**src/rtl/arb8_rr.sv**
```systemverilog
// arb8_rr: eight-requester round-robin arbiter with registered one-hot grant and out/flag index.
// Optional forced release after MAX_HOLD cycles is compiled in with `define ARB8_TIMEOUT_EN.
module arb8_rr #(
  parameter int MAX_HOLD = 15,
  parameter int HOLD_W   = 4
) (
  input  logic       clk,
  input  logic       rst_n,
  input  logic [7:0] req,
  input  logic       done,
  output logic [7:0] gnt,
  output logic [2:0] out,
  output logic       flag,
  output logic       timeout
);

  typedef enum logic {IDLE = 1'b0, GRANT = 1'b1} state_t;

  if ((MAX_HOLD < 1) || (MAX_HOLD > 15) || ((2 ** HOLD_W) <= MAX_HOLD)) begin : g_bad_param
    $error("arb8_rr: illegal MAX_HOLD/HOLD_W combination");
  end

  state_t     state, state_n;
  logic [2:0] ptr, ptr_n;
  logic [7:0] gnt_n;
  logic [2:0] out_n;
  logic       flag_n;
  logic       timeout_n;
  logic [2:0] win;
  logic       release_req;
`ifdef ARB8_TIMEOUT_EN
  logic [HOLD_W-1:0] hcnt, hcnt_n;
`endif

  // First set request bit scanning upward from p, wrapping mod 8.
  function automatic logic [2:0] rr_pick(input logic [7:0] r, input logic [2:0] p);
    logic [2:0] idx;
    logic       found;
    rr_pick = p;
    found   = 1'b0;
    for (int k = 0; k < 8; k++) begin
      idx = p + k[2:0];
      if (!found && r[idx]) begin
        rr_pick = idx;
        found   = 1'b1;
      end
    end
  endfunction

  assign win         = rr_pick(req, ptr);
  assign release_req = done || !req[out];

  // Next-state, pointer and output computation.
  always_comb begin
    state_n   = state;
    ptr_n     = ptr;
    gnt_n     = gnt;
    out_n     = out;
    flag_n    = flag;
    timeout_n = 1'b0;
`ifdef ARB8_TIMEOUT_EN
    hcnt_n    = hcnt;
`endif
    case (state)
      IDLE: begin
        if (|req) begin
          gnt_n   = 8'd1 << win;
          out_n   = win;
          flag_n  = 1'b1;
          state_n = GRANT;
`ifdef ARB8_TIMEOUT_EN
          hcnt_n  = '0;
`endif
        end else begin
          gnt_n  = 8'd0;
          flag_n = 1'b0;
        end
      end
      GRANT: begin
        if (release_req) begin
          gnt_n   = 8'd0;
          flag_n  = 1'b0;
          ptr_n   = out + 3'd1;
          state_n = IDLE;
`ifdef ARB8_TIMEOUT_EN
        end else if (hcnt == HOLD_W'(MAX_HOLD - 1)) begin
          // Owner overstayed: force the release and flag it for one cycle.
          gnt_n     = 8'd0;
          flag_n    = 1'b0;
          ptr_n     = out + 3'd1;
          timeout_n = 1'b1;
          state_n   = IDLE;
        end else begin
          hcnt_n = hcnt + HOLD_W'(1);
`else
        end else begin
          gnt_n = gnt;
`endif
        end
      end
      default: begin
        state_n = IDLE;
        gnt_n   = 8'd0;
        flag_n  = 1'b0;
      end
    endcase
  end

  // State and output registers with synchronous active-low reset.
  always_ff @(posedge clk) begin
    if (!rst_n) begin
      state   <= IDLE;
      ptr     <= 3'd0;
      gnt     <= 8'd0;
      out     <= 3'd0;
      flag    <= 1'b0;
      timeout <= 1'b0;
`ifdef ARB8_TIMEOUT_EN
      hcnt    <= '0;
`endif
    end else begin
      state   <= state_n;
      ptr     <= ptr_n;
      gnt     <= gnt_n;
      out     <= out_n;
      flag    <= flag_n;
      timeout <= timeout_n;
`ifdef ARB8_TIMEOUT_EN
      hcnt    <= hcnt_n;
`endif
    end
  end

endmodule

```
**config.mk**
```make
export PLATFORM = sky130hd
export DESIGN_NAME = arb8_rr
export DESIGN_NICKNAME = d
export VERILOG_FILES = /design/src/rtl/arb8_rr.sv
export SDC_FILE = /design/constraint.sdc
export NUM_CORES = 1
export LEC_CHECK = 0
export ABC_CLOCK_PERIOD_IN_PS = 3500
export CORE_ASPECT_RATIO = 1.1
export CORE_MARGIN = 2
export CORE_UTILIZATION = 49
export DETAILED_ROUTE_END_ITERATION = 16
export GPL_TIMING_DRIVEN = 0
export PLACE_DENSITY_LB_ADDON = 0.1
export SYNTH_ARGS = -nofsm -noshare
export SYNTH_HDL_FRONTEND = slang
export SYNTH_SLANG_ARGS = --single-unit
export TNS_END_PERCENT = 5
```
**constraint.sdc**
```tcl
create_clock -name clk -period 3.5 [get_ports clk]
set_input_delay 0.7 -clock clk [delete_from_list [all_inputs] [get_ports clk]]
set_output_delay 0.7 -clock clk [all_outputs]
set_load 0.1 [all_outputs]
```
==> results of run 1 <==
## flip-flops by register name, summed over array words and instances, names as in the netlist
signal  count
state       1
ptr         3
flag        1
out         3
gnt         8
## worst reg2reg max path: stages (launching register included)
cell,delay [ns]
dfxtp_1,0.35
buf_6,0.15
inv_1,0.14
ha_4,0.35
mux4_2,0.56
mux2_4,0.29
and2_4,0.16
nor4b_4,0.12
buf_4,0.15
or4_4,0.54
and3b_1,0.20
a32o_1,0.25
## per-stage QoR
stage | total power [mW] | setup slack, ns | cells | hold slack [ns]
after floorplan | 0.920 | 0.333 | 175 | 0.528
after global placement | 1.07 | -0.131 | 247 | 0.436
after detailed placement | 1.08 | -0.210 | 247 | 0.449
after CTS | 1.23 | 0.0321 | 250 | 0.463
after global routing | 1.34 | 0.00854 | 254 | 0.489
final | 1.27 | 0.146 | 254 | 0.454
## cell usage in the layout (no fill, tap or decap), types with 3 or more instances in the layout
cell             synthesis  routed
a21oi_1                  7       6
inv_1                    7       7
nand2_1                 11      11
nor2_1                   9       9
nor3_1                   3       3
clkbuf_2                 0       8
clkdlybuf4s50_1          0      22
mux4_2                  16      16
a211oi_1                 5       5
a32o_1                   4       4
o31ai_1                  5       4
o21ai_0                  6       6
buf_4                    2       5
clkbuf_8                 2       5
buf_6                    3       3
dfxtp_1                 16      15
mux4_1                   3       3
mux2i_1                  8       8
a21o_1                   3       3
## final cells by class
type | instances | area, um2 | share of cell area [%]
multi-input combinational | 135 | 1400 | 62.8
sequential | 16 | 322 | 14.4
timing repair buffer | 25 | 243 | 10.9
buffer | 18 | 136 | 6.11
tap | 50 | 62.6 | 2.80
clock buffer | 3 | 41.3 | 1.85
inverter | 7 | 26.3 | 1.18
## routing by layer
| layer | up-vias | GRT usage (%) | share of wire [%] |
|---|---|---|---|
| met5 | - | 0 | 0 |
| met4 | 0 | 2.22 | 0.49 |
| met2 | 50 | 41.6 | 52 |
| met3 | 4 | 2.47 | 4.0 |
| met1 | 816 | 29.3 | 44 |
| li1 | 749 | - | - |
## where the power goes
part | leakage, nW | switching, mW | internal (mW)
clock network | 0.0216 | 0.0591 | 0.0761
registers | 0.131 | 0.0268 | 0.213
logic | 0.665 | 0.529 | 0.367
## worst paths after layout
check,from,endpoint,slack [ns],depth (start not counted)
setup reg to reg,ptr[0],gnt[3],0.15,11
setup / recovery,ptr[0],gnt[3],0.15,11
hold reg to reg,gnt[7],gnt[7],0.45,2
hold / removal,gnt[7],gnt[7],0.45,2
## logic make-up (layout without fill, tap and decap cells)
group	count (synthesis)	in the layout	share of synthesized area, %
flops	16	16	17.6
xor+xnor	4	4	2.33
simple gates	46	46	15.2
other cells	1	1	0.206
buf+inv	25	53	8.37
mux	33	33	33.7
compound gates	47	48	20.5
fa+ha+maj	3	3	2.06
## what timing repair did
item	in CTS	in global routing
pin swaps	0	1
cloned	0	1
endpoints found under the setup margin	8	10
gates resized for setup	2	21
setup buffers	0	3
==> results.yml, run 1 <==
outcome:
  status: "completed"
sta:
  slew_headroom_pct: 35.0
  min_period_ns: 3.35
  rsz0062_at_grt: "no"
  fmax_mhz: 298
  period_share_pct: 95.8
  setup_tns_ns: 0
  worstMarginPinSlew_ns: 0.972
  maxSlewViolCount: 0
  hold_viol: 0
  finClkSkew_ns: 0.00232
  setup_viol: 0
global_route:
  grt_pass1_wl_um: 7510
  grt_pass1_vias: 1475
  grt_use_total_pct: 22.3
  antenna_found_initial: 0
  grt_max_degree: 11
  gr-total-overflow: 0
clocking:
  clk_latency_ns: 0.24
  clk_pin_slew_ns: 0.06
  cts_max_path_buffers: 2
  htree_levels: 1
  cts_tree: "built"
  postCtsHoldBufs: 0
  cts_sinks: 16
  clockRootBuffer: "clkbuf_8"
  cts_made_buffers: 3
final_layout:
  nets: 220
  drive_above_1_share_pct: 35.3
  syn_to_final_growth_pct: 22.4
  fin_util_pct: 62.1
  fill_cells: 317
  design_area_um2: 2230
  insertedDiodeCount: 0
detailed_routing:
  routed_wl_um: 4730
  route.vias.total: 1619
  vias_per_cell: 6.37
  drtIter0Drc: 72
  wire_per_inst_um: 18.6
  post-route-drc-count: 0
  drt_pass1_iterations: 4
  drtAntennaViolNets: 0
power_and_ir_drop:
  peakVddDrop_v: 0.000335
  leakagePower_nw: 0.818
  cellPowerDensity_nw_per_um2: 569
synth:
  syn_nets: 189
  syn_avg_cell_area_um2: 10.4
  ys_top_cells_by_area: "mux4_2 (20%), dfxtp_1 (18%), mux2i_1 (4.4%)"
  ys_top_cells_by_count: "dfxtp_1 (16), mux4_2 (16), nand2_1 (11)"
  syn_inst: 175
  synth.distinct_cells: 60
  syn-cell-area_um2: 1820
  synth_seq_cells: 16
  async_flop_share_pct: 0
  yosysTopAreaCell: "mux4_2"
  synth_ff_type: "dfxtp_1"
  ys_seq_area_share_pct: 17.6
  synth_warnings: 0
  synth-edff-count: 0
  synth_top_area_share_pct: 19.8
hold_path:
  min_path_type: "register to register"
placement:
  portBuffers: 22
  place_area_um2: 2110
  gp_congestion: 0.836
  hpwl_um: 3450
die:
  dieArea_um2: 4230
  rows: 23
  start_util_pct: 50.7
  fp.dieW_um: 62.2
  ios: 24
  die_h_um: 68.0
  core_area_um2: 3600
critical_path:
  path_buf_inv: 3
  crit_type: "register to register"
  worstPathCellList: "buf_6 > inv_1 > ha_4 > mux4_2 > mux2_4 > and2_4 > nor4b_4 > buf_4 > or4_4 > and3b_1 > a32o_1"
  cp-start-kind: "register"
  cp_top_family: "simple AND/OR/NAND/NOR gates"
  crit_path_max_fanout: 7
  slowest_delay_ns: 0.55
  worst_path_max_delay_cell: "mux4_2"
  arrival_ns: 3.49
  worstSetupEndpointType: "register"
  required_ns: 3.64
job:
  cap_violations: 0
Note: power is estimated with default switching activity, not from simulation.
==> inputs of run 2 (changes only) <==
- CORE_ASPECT_RATIO: 1.1 -> not set
==> run 2 against run 1 <==
  * Die area hardly changed
  * Design area is 0.56% higher
  * Critical path depth stayed put
  * Highest routed layer unchanged
  * Power is 0.20% lower
  * Global-route usage is 0.92 points lower
  * Count of clock-buffer cells in the layout stayed put
  * Wire length is 7.8% lower
  * Sequential share of layout area is 0.080 points lower
  * Via count is 3.8% lower
  * Utilization is 0.20 points higher
==> results.yml, run 2 (synthesis gave the netlist of run 1 again) <==
outcome:
  status: "completed"
die:
  rows: 22
  ios: 24
  start_util_pct: 50.6
  dieArea_um2: 4230
  core_area_um2: 3610
  die_h_um: 65.0
  fp.dieW_um: 65.0
sta:
  min_period_ns: 3.41
  maxSlewViolCount: 0
  finClkSkew_ns: 0.00262
  worstMarginPinSlew_ns: 0.974
  setup_viol: 0
  hold_viol: 0
  slew_headroom_pct: 34.9
  setup_ws_ns: 0.0871
  fmax_mhz: 293
  period_share_pct: 97.5
  holdWs_ns: 0.457
placement:
  portBuffers: 22
  hpwl_um: 3240
  place_area_um2: 2100
  gp_congestion: 0.847
  post-place-ws_ns: -0.209
  placed_cells: 245
global_route:
  gr-total-overflow: 0
  grt_max_degree: 11
  grt_pass1_wl_um: 7050
  grt_use_total_pct: 21.3
  antenna_found_initial: 0
  grt_pass1_vias: 1475
detailed_routing:
  route.vias.total: 1558
  drt_pass1_iterations: 4
  wire_per_inst_um: 17.2
  routed_wl_um: 4360
  top_layer_used: "met4"
  drt-met1-wl_um: 1930
  drtAntennaViolNets: 0
  drtIter0Drc: 115
  dr_wl_met3_um: 275
  met2_length_um: 2130
  post-route-drc-count: 0
  vias_per_cell: 6.16
critical_path:
  worstSetupEndpointType: "register"
  crit_type: "register to register"
  reg2reg_to: "gnt[1]"
  worstPathCellList: "buf_6 > inv_1 > ha_4 > mux4_2 > mux2_4 > and2_4 > nor4b_4 > buf_4 > or4_4 > and3b_1 > a32o_1"
  crit_path_max_fanout: 7
  arrival_ns: 3.55
  slowest_delay_ns: 0.58
  rrSetupSlack_ns: 0.09
  reg2regPathDepth: 11
  worst_path_max_delay_cell: "mux4_2"
  cp-start-kind: "register"
  r2r_start: "ptr[0]"
  required_ns: 3.64
power_and_ir_drop:
  p_int_uw: 659
  peakVddDrop_v: 0.000386
  pwr-share-comb_pct: 70.5
  p_sw_uw: 610
  design_power_total_mw: 1.27
  p_sw_share_pct: 48.1
  cellPowerDensity_nw_per_um2: 565
  leakagePower_nw: 0.819
  p_seq_share_pct: 18.8
  clockPowerShare_pct: 10.7
final_layout:
  layout_common_cells: "clkdlybuf4s50_1 (22), mux4_2 (16), dfxtp_1 (15)"
  multi_input_area_um2: 1410
  design_area_um2: 2250
  fill_cells: 309
  layout_commonest_cell: "clkdlybuf4s50_1"
  syn_to_final_growth_pct: 23.1
  top_regs: "gnt (8), out (3), ptr (3)"
  stdcell_count: 253
  largest_reg_flops: 8
  drive_above_1_share_pct: 34.1
  nets: 221
  regMostFlops: "gnt"
  final-seq-area_um2: 322
  insertedDiodeCount: 0
clocking:
  htree_levels: 1
  cts_max_path_buffers: 2
  cts_made_buffers: 3
  clk_latency_ns: 0.25
  cts_sinks: 16
  cts_tree: "built"
  clk_pin_slew_ns: 0.06
  postCtsHoldBufs: 0
  clockRootBuffer: "clkbuf_8"
job:
  cap_violations: 0
hold_path:
  whs_path_depth: 2
  holdPathEnd: "gnt[4]"
  min_path_type: "register to register"
  worstHoldStart: "gnt[4]"
-- run 2: changes by cell type in the layout (fill, tap and decap cells not counted), sizes merged --
cell  previous run  this run
buf             10        11
-- run 2: layer usage --
layer  vias up  global-route usage, %
met2        52                   34.3
met4         0                   3.91
met1       753                   30.0
li1        749                      -
met5         -                      0
met3         4                   4.51
-- run 2: worst max-delay path, delay by kind of cell, from the launching register on --
| kind | cells | cell delay [ns] |
|---|---|---|
| buf+inv | 3 | 0.44 |
| simple gates | 4 | 1.04 |
| mux | 2 | 0.88 |
| flops | 1 | 0.35 |
| fa+ha+maj | 1 | 0.35 |
| compound gates | 1 | 0.24 |
-- run 2: final cells by class --
cell class | count | area share, %
Buffer | 18 | 5.91
Clock buffer | 3 | 1.84
Inverter | 7 | 1.17
Multi-Input combinational cell | 135 | 63.0
Sequential cell | 16 | 14.3
Tap cell | 48 | 2.67
Timing Repair Buffer | 26 | 11.1
-- run 2: power groups by stage --
stage	Clock [mW]	Sequential [mW]	Combinational, mW
final	0.135	0.238	0.895
after floorplan	0	0.407	0.513
after CTS	0.140	0.239	0.841
after global placement	0	0.241	0.826
after global routing	0.149	0.244	0.951
after detailed placement	0	0.243	0.836
-- run 2: per-stage QoR --
| step | util (%) | TNS [ns] |
|---|---|---|
| after floorplan | - | 0 |
| after global placement | 58.4 | -1.01 |
| final | 62.3 | 0 |
| after detailed placement | 58.4 | -1.60 |
| after global routing | 62.3 | -0.00594 |
| after CTS | 59.6 | 0 |
-- run 2: repair_timing --
action | CTS | global route
cloned | 0 | 1
gates resized for setup | 1 | 17
setup endpoints to repair | 4 | 10
pin swaps | 0 | 3
setup buffers | 0 | 4
-- run 2: worst max-delay path by stage --
stage               startpoint     end  slack, ns  depth (start not counted)
floorplan               ptr[0]  gnt[1]       0.33                         10
global placement        req[1]  gnt[0]      -0.15                          9
detailed placement      req[1]  gnt[1]      -0.21                          9
CTS                     ptr[1]  gnt[0]       0.03                         11
global route            ptr[0]  gnt[3]     -0.003                         11
finish                  ptr[0]  gnt[1]       0.09                         11
==> inputs of run 3 (changes only) <==
- CTS_CLUSTER_DIAMETER: not set -> 30
==> results of run 3 <==
Final layout, timing and power as in run 2 (identical DEF).
